--- src/rtl/out_bank_scheduler.sv ---
`default_nettype none
// out_bank_scheduler: read-side scheduler for a ping-pong pair of output banks.
// Tracks load order, starts each bank's read burst and muxes it onto one framed stream.
module out_bank_scheduler #(
  parameter int HDDW            = 32,
  parameter int MAXOUTCYCLES    = 223,
  parameter int CYCLECOUNTWIDTH = 8,
  parameter int IFG             = 2,
  parameter int START_TIMEOUT   = 4
) (
  input  logic            rdclk,
  input  logic            rst,
  input  logic [1:0]      bank_full,
  input  logic            host_ready,
  input  logic [1:0]      dv_b,
  input  logic [HDDW-1:0] hd_b0,
  input  logic [HDDW-1:0] hd_b1,
  output logic [1:0]      rd_en_b,
  output logic [HDDW-1:0] hd_out,
  output logic            out_valid,
  output logic            sof,
  output logic            eof,
  output logic [1:0]      bank_free,
  output logic            busy,
  output logic            err_overflow,
  output logic            err_timeout
);

  localparam int TW = $clog2(START_TIMEOUT + 2);
  localparam logic [TW-1:0] TMO_LIMIT = TW'(START_TIMEOUT);
  localparam logic [TW-1:0] TMO_ONE   = TW'(1);
  localparam logic [CYCLECOUNTWIDTH-1:0] LAST_BEAT = CYCLECOUNTWIDTH'(MAXOUTCYCLES - 1);
  localparam logic [CYCLECOUNTWIDTH-1:0] BEAT_ONE  = CYCLECOUNTWIDTH'(1);
  localparam logic [3:0] GAP_LAST = (IFG > 0) ? 4'(IFG - 1) : 4'd0;

  typedef enum logic [2:0] {
    S_IDLE   = 3'd0,
    S_START  = 3'd1,
    S_WAITDV = 3'd2,
    S_STREAM = 3'd3,
    S_GAP    = 3'd4
  } state_t;

  localparam state_t S_AFTER_FRAME = (IFG == 0) ? S_IDLE : S_GAP;

  state_t                     state_q;
  logic                       cur_q;
  logic                       q0_q, q1_q;
  logic [1:0]                 cnt_q;
  logic [CYCLECOUNTWIDTH-1:0] beat_q;
  logic [TW-1:0]              tmo_q;
  logic [3:0]                 gap_q;
  logic [1:0]                 rd_en_b_q;
  logic [HDDW-1:0]            hd_out_q;
  logic                       out_valid_q, sof_q, eof_q;
  logic [1:0]                 bank_free_q, bank_free_d;
  logic                       err_overflow_q, err_timeout_q;

  logic [1:0]      accept, reject, release_mask;
  logic            qp0, qp1;
  logic [1:0]      qpcnt;
  logic            pop, dv_cur, take_beat, last_beat, tmo_hit;
  logic [HDDW-1:0] hd_cur;

  // The queue is viewed after this cycle's pushes so a load seen in IDLE issues rd_en next cycle.
  always_comb begin
    accept = bank_full & bank_free_q;
    reject = bank_full & ~bank_free_q;
    qp0    = q0_q;
    qp1    = q1_q;
    qpcnt  = cnt_q;
    if (accept[0]) begin
      if (qpcnt == 2'd0) qp0 = 1'b0;
      else               qp1 = 1'b0;
      qpcnt = qpcnt + 2'd1;
    end
    if (accept[1]) begin
      if (qpcnt == 2'd0) qp0 = 1'b1;
      else               qp1 = 1'b1;
      qpcnt = qpcnt + 2'd1;
    end
    dv_cur    = dv_b[cur_q];
    hd_cur    = cur_q ? hd_b1 : hd_b0;
    pop       = (state_q == S_IDLE) && host_ready && (qpcnt != 2'd0);
    take_beat = ((state_q == S_WAITDV) || (state_q == S_STREAM)) && dv_cur;
    last_beat = (beat_q == LAST_BEAT);
    tmo_hit   = (state_q == S_WAITDV) && !dv_cur && (tmo_q == TMO_LIMIT);
    release_mask = 2'b00;
    if ((out_valid_q && eof_q) || tmo_hit) release_mask[cur_q] = 1'b1;
    bank_free_d = (bank_free_q & ~accept) | release_mask;
  end

  always_ff @(posedge rdclk) begin
    if (!rst) begin
      state_q        <= S_IDLE;
      cur_q          <= 1'b0;
      q0_q           <= 1'b0;
      q1_q           <= 1'b0;
      cnt_q          <= 2'd0;
      beat_q         <= '0;
      tmo_q          <= '0;
      gap_q          <= 4'd0;
      rd_en_b_q      <= 2'b00;
      hd_out_q       <= '0;
      out_valid_q    <= 1'b0;
      sof_q          <= 1'b0;
      eof_q          <= 1'b0;
      bank_free_q    <= 2'b11;
      err_overflow_q <= 1'b0;
      err_timeout_q  <= 1'b0;
    end else begin
      rd_en_b_q   <= 2'b00;
      out_valid_q <= 1'b0;
      sof_q       <= 1'b0;
      eof_q       <= 1'b0;
      bank_free_q <= bank_free_d;
      if (|reject) err_overflow_q <= 1'b1;

      q0_q  <= pop ? qp1 : qp0;
      q1_q  <= qp1;
      cnt_q <= qpcnt - {1'b0, pop};

      if (take_beat) begin
        hd_out_q    <= hd_cur;
        out_valid_q <= 1'b1;
        sof_q       <= (beat_q == '0);
        eof_q       <= last_beat;
        beat_q      <= last_beat ? '0 : beat_q + BEAT_ONE;
      end

      case (state_q)
        S_IDLE: begin
          if (pop) begin
            cur_q     <= qp0;
            rd_en_b_q <= qp0 ? 2'b10 : 2'b01;
            tmo_q     <= TMO_ONE;
            state_q   <= S_START;
          end
        end
        S_START: begin
          tmo_q   <= tmo_q + TMO_ONE;
          state_q <= S_WAITDV;
        end
        S_WAITDV: begin
          if (tmo_hit) begin
            err_timeout_q <= 1'b1;
            state_q       <= S_IDLE;
          end else if (!dv_cur) begin
            tmo_q <= tmo_q + TMO_ONE;
          end else if (last_beat) begin
            gap_q   <= 4'd0;
            state_q <= S_AFTER_FRAME;
          end else begin
            state_q <= S_STREAM;
          end
        end
        S_STREAM: begin
          if (dv_cur && last_beat) begin
            gap_q   <= 4'd0;
            state_q <= S_AFTER_FRAME;
          end
        end
        S_GAP: begin
          if (gap_q == GAP_LAST) state_q <= S_IDLE;
          else                   gap_q   <= gap_q + 4'd1;
        end
        default: state_q <= S_IDLE;
      endcase
    end
  end

  assign rd_en_b      = rd_en_b_q;
  assign hd_out       = hd_out_q;
  assign out_valid    = out_valid_q;
  assign sof          = sof_q;
  assign eof          = eof_q;
  assign bank_free    = bank_free_q;
  assign busy         = (state_q != S_IDLE) || (cnt_q != 2'd0);
  assign err_overflow = err_overflow_q;
  assign err_timeout  = err_timeout_q;

endmodule
`default_nettype wire

--- config.mk ---
export PLATFORM = sky130hd
export DESIGN_NAME = out_bank_scheduler
export DESIGN_NICKNAME = d
export VERILOG_FILES = /design/src/rtl/out_bank_scheduler.sv
export SDC_FILE = /design/constraint.sdc
export NUM_CORES = 1
export LEC_CHECK = 0
export ABC_AREA = 1
export ABC_CLOCK_PERIOD_IN_PS = 2390
export CAP_MARGIN = 10
export CORE_UTILIZATION = 40
export DETAILED_ROUTE_END_ITERATION = 8
export PLACE_DENSITY = 0.77
export SLEW_MARGIN = 20
export SYNTH_ARGS = -nofsm -noshare
export SYNTH_HDL_FRONTEND = slang
export SYNTH_SLANG_ARGS = --single-unit
--- constraint.sdc ---
create_clock -name rdclk -period 2.39 [get_ports rdclk]
set_input_delay 0.717 -clock rdclk [delete_from_list [all_inputs] [get_ports rdclk]]
set_output_delay 0.717 -clock rdclk [all_outputs]
set_load 0.005 [all_outputs]
# Word level (Yosys, flattened, before mapping)
# Index checks and enable logic that the tools add are counted.
# Widths: inputs -> output; s select.
dict set report op_classes {
  n_addsub 6
  n_lt_le_gt_ge 2
  eq_ne 16
  mux 36
  n_bitwise 6
  n_reduce_logical 29
}
# cell count
set ops {}
lappend ops {{$mux 32} 1}
lappend ops {{$mux 3} 8}
lappend ops {{$mux 4} 5}
lappend ops {{$pmux 3 s5} 1}
lappend ops {{$ne 2x2->1 const B} 7}
lappend ops {{$mux 1} 13}
lappend ops {{$pmux 4 s3} 1}
lappend ops {{$pmux 3 s3} 1}
lappend ops {{$reduce_bool 3->1} 3}
lappend ops {{$add 8x1->8 const B} 1}
lappend ops {{$eq 8x8->1 const B} 1}
lappend ops {{$logic_and 1x1->1} 8}
lappend ops {{$logic_not 8->1} 1}
lappend ops {{$mux 2} 4}
lappend ops {{$mux 8} 1}
lappend ops {{$reduce_and 4->1} 2}
lappend ops {{$and 2x2->2} 3}
lappend ops {{$eq 3x2->1 const B} 2}
lappend ops {{$eq 3x3->1 const B} 2}
lappend ops {{$reduce_and 2->1} 3}
lappend ops {{$reduce_and 6->1} 1}
lappend ops {{$add 2x1->2 const B} 2}
lappend ops {{$add 4x1->4 const B} 1}
lappend ops {{$eq 4x1->1 const B} 1}
lappend ops {{other kinds (17)} 22}
dict set report word_totals {
  ff_bits 64
  input_bits 71
  output_inout_bits 42
  word_cells 111
}

# Logic depth before layout (Yosys ltp)
dict set report logic_depth {
  depth_word 8
  mapped_depth 13
  ltp_nobuf 13
}

# Least setup slack after synthesis
# No wires, ideal clock.
dict set report synth_path {
  path_type {input-to-reg}
  startpoint {in bank_full[0]}
  endpoint {reg cnt_q[1]}
  setup_ns 0.119
  arrival_time_ns 2.179
  t_required_ns 2.271
  path_slack_ns 0.092
  stages 12
  n_path_buf 0
  path_cell_list {nand2_1 -> nand2_1 -> and2_1 -> ha_1 -> or2_2 -> nand2_1 -> nand2_1 -> nand2_2 -> inv_1 -> ha_1 -> o21ai_0 -> a21oi_1}
}
dict set report synth_via {
  elab_chain_cells 7
}
# item line
set synth_rtl {}
lappend synth_rtl {{start: declaration} 13} ;# input logic [1:0] bank_full,
lappend synth_rtl {{$and 2x2->2 *} 67} ;# accept = bank_full & bank_free_q;
lappend synth_rtl {{$mux 2 *} 72} ;# if (accept[0]) begin
lappend synth_rtl {{$add 2x1->2} 80} ;# qpcnt = qpcnt + 2'd1;
lappend synth_rtl {{$mux 2 *} 77} ;# if (accept[1]) begin
lappend synth_rtl {{$reduce_bool 2->1} 84} ;# pop = (state_q == S_IDLE) && host_ready && (qpcnt != 2'd0);
lappend synth_rtl {{$logic_and 1x1->1} 84}
lappend synth_rtl {{$sub 2x1->2 *} 121} ;# cnt_q <= qpcnt - {1'b0, pop};
lappend synth_rtl {{end signal: assignment} 121}
lappend synth_rtl {{end: declaration} 49} ;# logic [1:0] cnt_q;
# Every way passes the cells marked *; elsewhere a longest branch is shown, timed or not.
# A chain may end at the register's enable or synchronous reset.

# Worst setup path after layout
dict set report layout_path {
  startpoint {reg state_q[1]}
  endpoint {out busy}
}
dict set report layout_via {
  elab_chain_cells 2
}
# item line
set layout_rtl {}
lappend layout_rtl {{start: declaration} 46} ;# state_t state_q;
lappend layout_rtl {{start signal: assignment} 95} ;# state_q <= S_IDLE;
lappend layout_rtl {{start signal: assignment} 137} ;# state_q <= S_START;
lappend layout_rtl {{start signal: assignment} 142} ;# state_q <= S_WAITDV;
lappend layout_rtl {{$reduce_bool 3->1} 178} ;# assign busy = (state_q != S_IDLE) || (cnt_q != 2'd0);
lappend layout_rtl {{$logic_or 1x1->1} 178}
lappend layout_rtl {{end: declaration} 24} ;# output logic busy,
# Every way passes these cells.

==> results.md <==
- Top area cells in the synthesized netlist: dfxtp_1 (43%), nand2_1 (15%), o21ai_0 (6.9%), a31oi_1 (6.7%), inv_1 (4.9%)
- Die outline width: 88.3 µm
- CTS Buf Count: 9
- Setup-failing EPs final: 0
- Maximum clock frequency: 436 MHz
- Endpoint arrival time on the critical path: 1.58 ns
- Proportion of synthesized chip area in sequential cells: 43.0%
- Filler instances: 658
- Relative slew slack: 75.8%
- Synthesized netlist net count: 498
- Hold_buf cts: 0
- Number of non-filler instances in the completed layout: 634
- Worst min-delay path endpoint: err_timeout
- Length in cells of the worst reg-to-reg path: 14
- Start point of the critical path: state_q[1]
- Yosys top cell by area: dfxtp_1
- Count of final hold-check violations: 0
- Clock latency on the worst-skew pair: 0.34 ns
- Destination of the worst register-to-register timing path: cur_q
- Hold Path Depth: 2
- Clock tree sinks: 64
- Total I/O pin count: 113
- Start-to-end type of the worst setup path: reg -> out
- Mapped Cells: 417
- Global routing usage on met2: 34.8%
- Global-route track usage on met3: 8.21%
- GR peak layer: met2
- Critical path endpoint category: primary output
- Maximum number of pins on one net before global-route repair: 53
- Count of inserted antenna diode cells: 0
- Final-layout worst hold slack: 0.454 ns
- Pwr per Cell Area: 829 nW/µm²
- Routed vias: 3160
- Number of synthesized flops with an enable pin: 0
- Post-Route Setup TNS: 0 ns
- Pins Over Slew Limit: 0
- Min Tclk post-route: 2.29 ns
- Clock Skews: 0.00494 ns
- Met1 usage: 26.1%
- Total number of yosys warnings: 0
- Unrepaired setup endpoints after global routing: no
- Yosys reg bits: 64
- Largest voltage drop on the vdd net: 354 µV
- Run status: finished, final reports clean
- Number of max-capacitance violations reported: 0
- Placed cell areas: 4220 µm²
- Hold Startpoint: err_timeout
- Minimum setup slack among reg-to-reg paths: 0.13 ns
- Number of global-route vias before repair: 2871
- Peak fanout along the critical path: 6
- Layout cells sized above 1: 7.48%
- Placement Rows: 31
- Post-layout instance area: 4410 µm²
- Clock-pin slew on the worst setup and hold paths: 0.06 ns
- Post-synthesis instance area: 2980 µm²
- H-Tree Depth: 3
- Mean cell area of the mapped netlist: 7.14 µm²
- Slew at the pin closest to its max-slew limit: 0.363 ns
- Layout-stage area growth over the synthesis result: 48.2%
- Placed Cells: 618
- Number of unique standard cell types used by synthesis: 28
- Antenna violations before repair: 0
- Count of port buffers added during placement: 112
- Core area: 7210 µm²
- Cell at the slowest stage of the critical path: clkdlybuf4s50_1
- Remaining routing DRC violations: 0
- Commonest register cell after synthesis: dfxtp_1
- Die Outline Area: 7790 µm²
- Number of nets in the finished design: 611
- Average wire length per cell after detail routing: 13.0 µm
- Starting density of the core: 41.3%
- Most frequent cells after synthesis: nand2_1 (117), dfxtp_1 (64), o21ai_0 (41)
- Share of the clock period used by the worst path after layout: 95.9%
- Biggest cell delay along the critical path: 0.50 ns
- Final Util: 61.2%
- Overall overflow remaining after global route: 0
- Detailed-placement wirelength estimate: 5.88 mm
- DRT iter0 DRCs: 145
- Number of optimization iterations in the first detailed-route pass: 4
- All-layer global routing usage: 22.2%
- Top cell by count, worst path: nand2_1
- Routability congestion estimate from global placement: 0.830
- Via density per instance: 4.98
- Most used standard cell by instance count after synthesis: nand2_1
- CTS root buf: clkbuf_8
- Total setup buffers inserted after CTS: 0
- Wire length of the first global-routing pass: 13.2 mm
- Static leakage power: 1.83 nW
- Reg-to-reg startpoint: cnt_q[0]
- Area share of the largest cell type after synthesis: 43.0%
- Worst path required time: 1.67 ns
- TritonCTS clock tree: yes
- Cell Chain, Critical Path: inv_1 -> nand2_1 -> inv_2 -> nand2_1 -> clkdlybuf4s50_1
- Total wire length: 8.26 mm
- Maximum buffer depth of the clock tree: 2
- Path class of the lowest-slack min-delay path: reg -> reg
- Height of the die: 88.3 µm
- Post-detailed-route count of antenna-violating nets: 0
- Startpoint type of the worst setup path: register
- Async S/R FF share, synth: 0%
stage by stage:
stage	total power, mW	setup WS (ns)
3_3_place_gp	2.71	-0.411
6_report	3.66	0.0976
3_5_place_dp	2.77	-0.553
2_1_floorplan	2.15	0.0919
4_1_cts	3.65	0.0160
5_1_grt	3.90	0.00323
registers in the layout (all words and copies together) (netlist names), 2 cells and up:
signal	flops
tmo_q	3
beat_q	8
cnt_q	2
bank_free	2
hd_out	32
state_q	3
gap_q	4
rd_en_b	2
power by group:
part | total (mW) | internal (mW) | switching (mW)
clock | 0.872 | 0.461 | 0.411
sequential | 1.40 | 1.27 | 0.136
combinational | 1.38 | 0.669 | 0.715
total | 3.66 | 2.40 | 1.26
kinds of logic (layout without fill, tap and decap cells):
kind of cell	count (synthesis)	count (layout)	share of synthesized area, %
and+or+nand+nor	184	184	25.4
AOI/OAI and AO/OA	96	96	18.4
DFF	64	64	43.0
buffers and inverters	60	178	8.11
adders and majority gates	10	10	4.20
xor gates and xnor gates	3	3	0.883
how the worst max path moves through the flow:
stage	to	slack, ns	depth (start not counted)
2_1_floorplan	cnt_q[1]	0.09	12
3_3_place_gp	cnt_q[1]	-0.41	13
3_5_place_dp	state_q[0]	-0.55	13
4_1_cts	busy	0.02	5
5_1_grt	busy	0.003	5
6_report	busy	0.1	5
critical path, delay by kind of cell (launching register included):
kind / cells / cell delay (ns)
buffers and inverters: 3 / 0.66
DFF: 1 / 0.37
and+or+nand+nor: 2 / 0.20
placed cells by master, fill, tap and decap left out:
cell / n
clkbuf_8: 12
a211oi_1: 1
clkbuf_1: 2
clkdlybuf4s50_1: 111
nor2_1: 27
or2_2: 1
a21oi_4: 1
inv_4: 1
nor4_1: 1
o31ai_1: 1
nand2_2: 6
inv_1: 38
clkbuf_2: 1
ha_1: 10
xor2_1: 3
buf_12: 1
nor3_1: 4
clkinv_2: 1
o21ai_0: 40
o21ai_1: 1
o22ai_1: 1
dfxtp_2: 4
nand3_1: 22
a22oi_1: 2
a31oi_1: 32
clkinvlp_4: 1
and2_1: 1
nand2_4: 1
buf_4: 8
dfxtp_1: 60
nand4_1: 4
a22o_1: 1
clkinv_1: 1
a21oi_1: 16
inv_2: 1
nor2_2: 1
nand2_1: 116
layout make-up:
class / count / area (µm²) / share of cell area (%)
multi-input cells: 293 / 1460 / 33.2
inverters: 41 / 156 / 3.55
clock buffers: 14 / 173 / 3.91
flip-flops and latches: 64 / 1290 / 29.2
clock inverters: 2 / 12.5 / 0.284
repair buffers: 121 / 1200 / 27.1
well taps: 99 / 124 / 2.81
metal layers:
| metal | up-vias | share of wire (%) |
|---|---|---|
| met1 | 1420 | 43 |
| met5 | - | 0 |
| li1 | 1609 | - |
| met4 | 0 | 2.8 |
| met2 | 115 | 45 |
| met3 | 16 | 8.8 |
timing repair:
action,4_1_cts,5_1_grt
endpoints found under the setup margin,11,11
pin swaps,0,1
gates resized for setup,1,11
gates cloned,0,0
(Power assumes the default switching activity.)
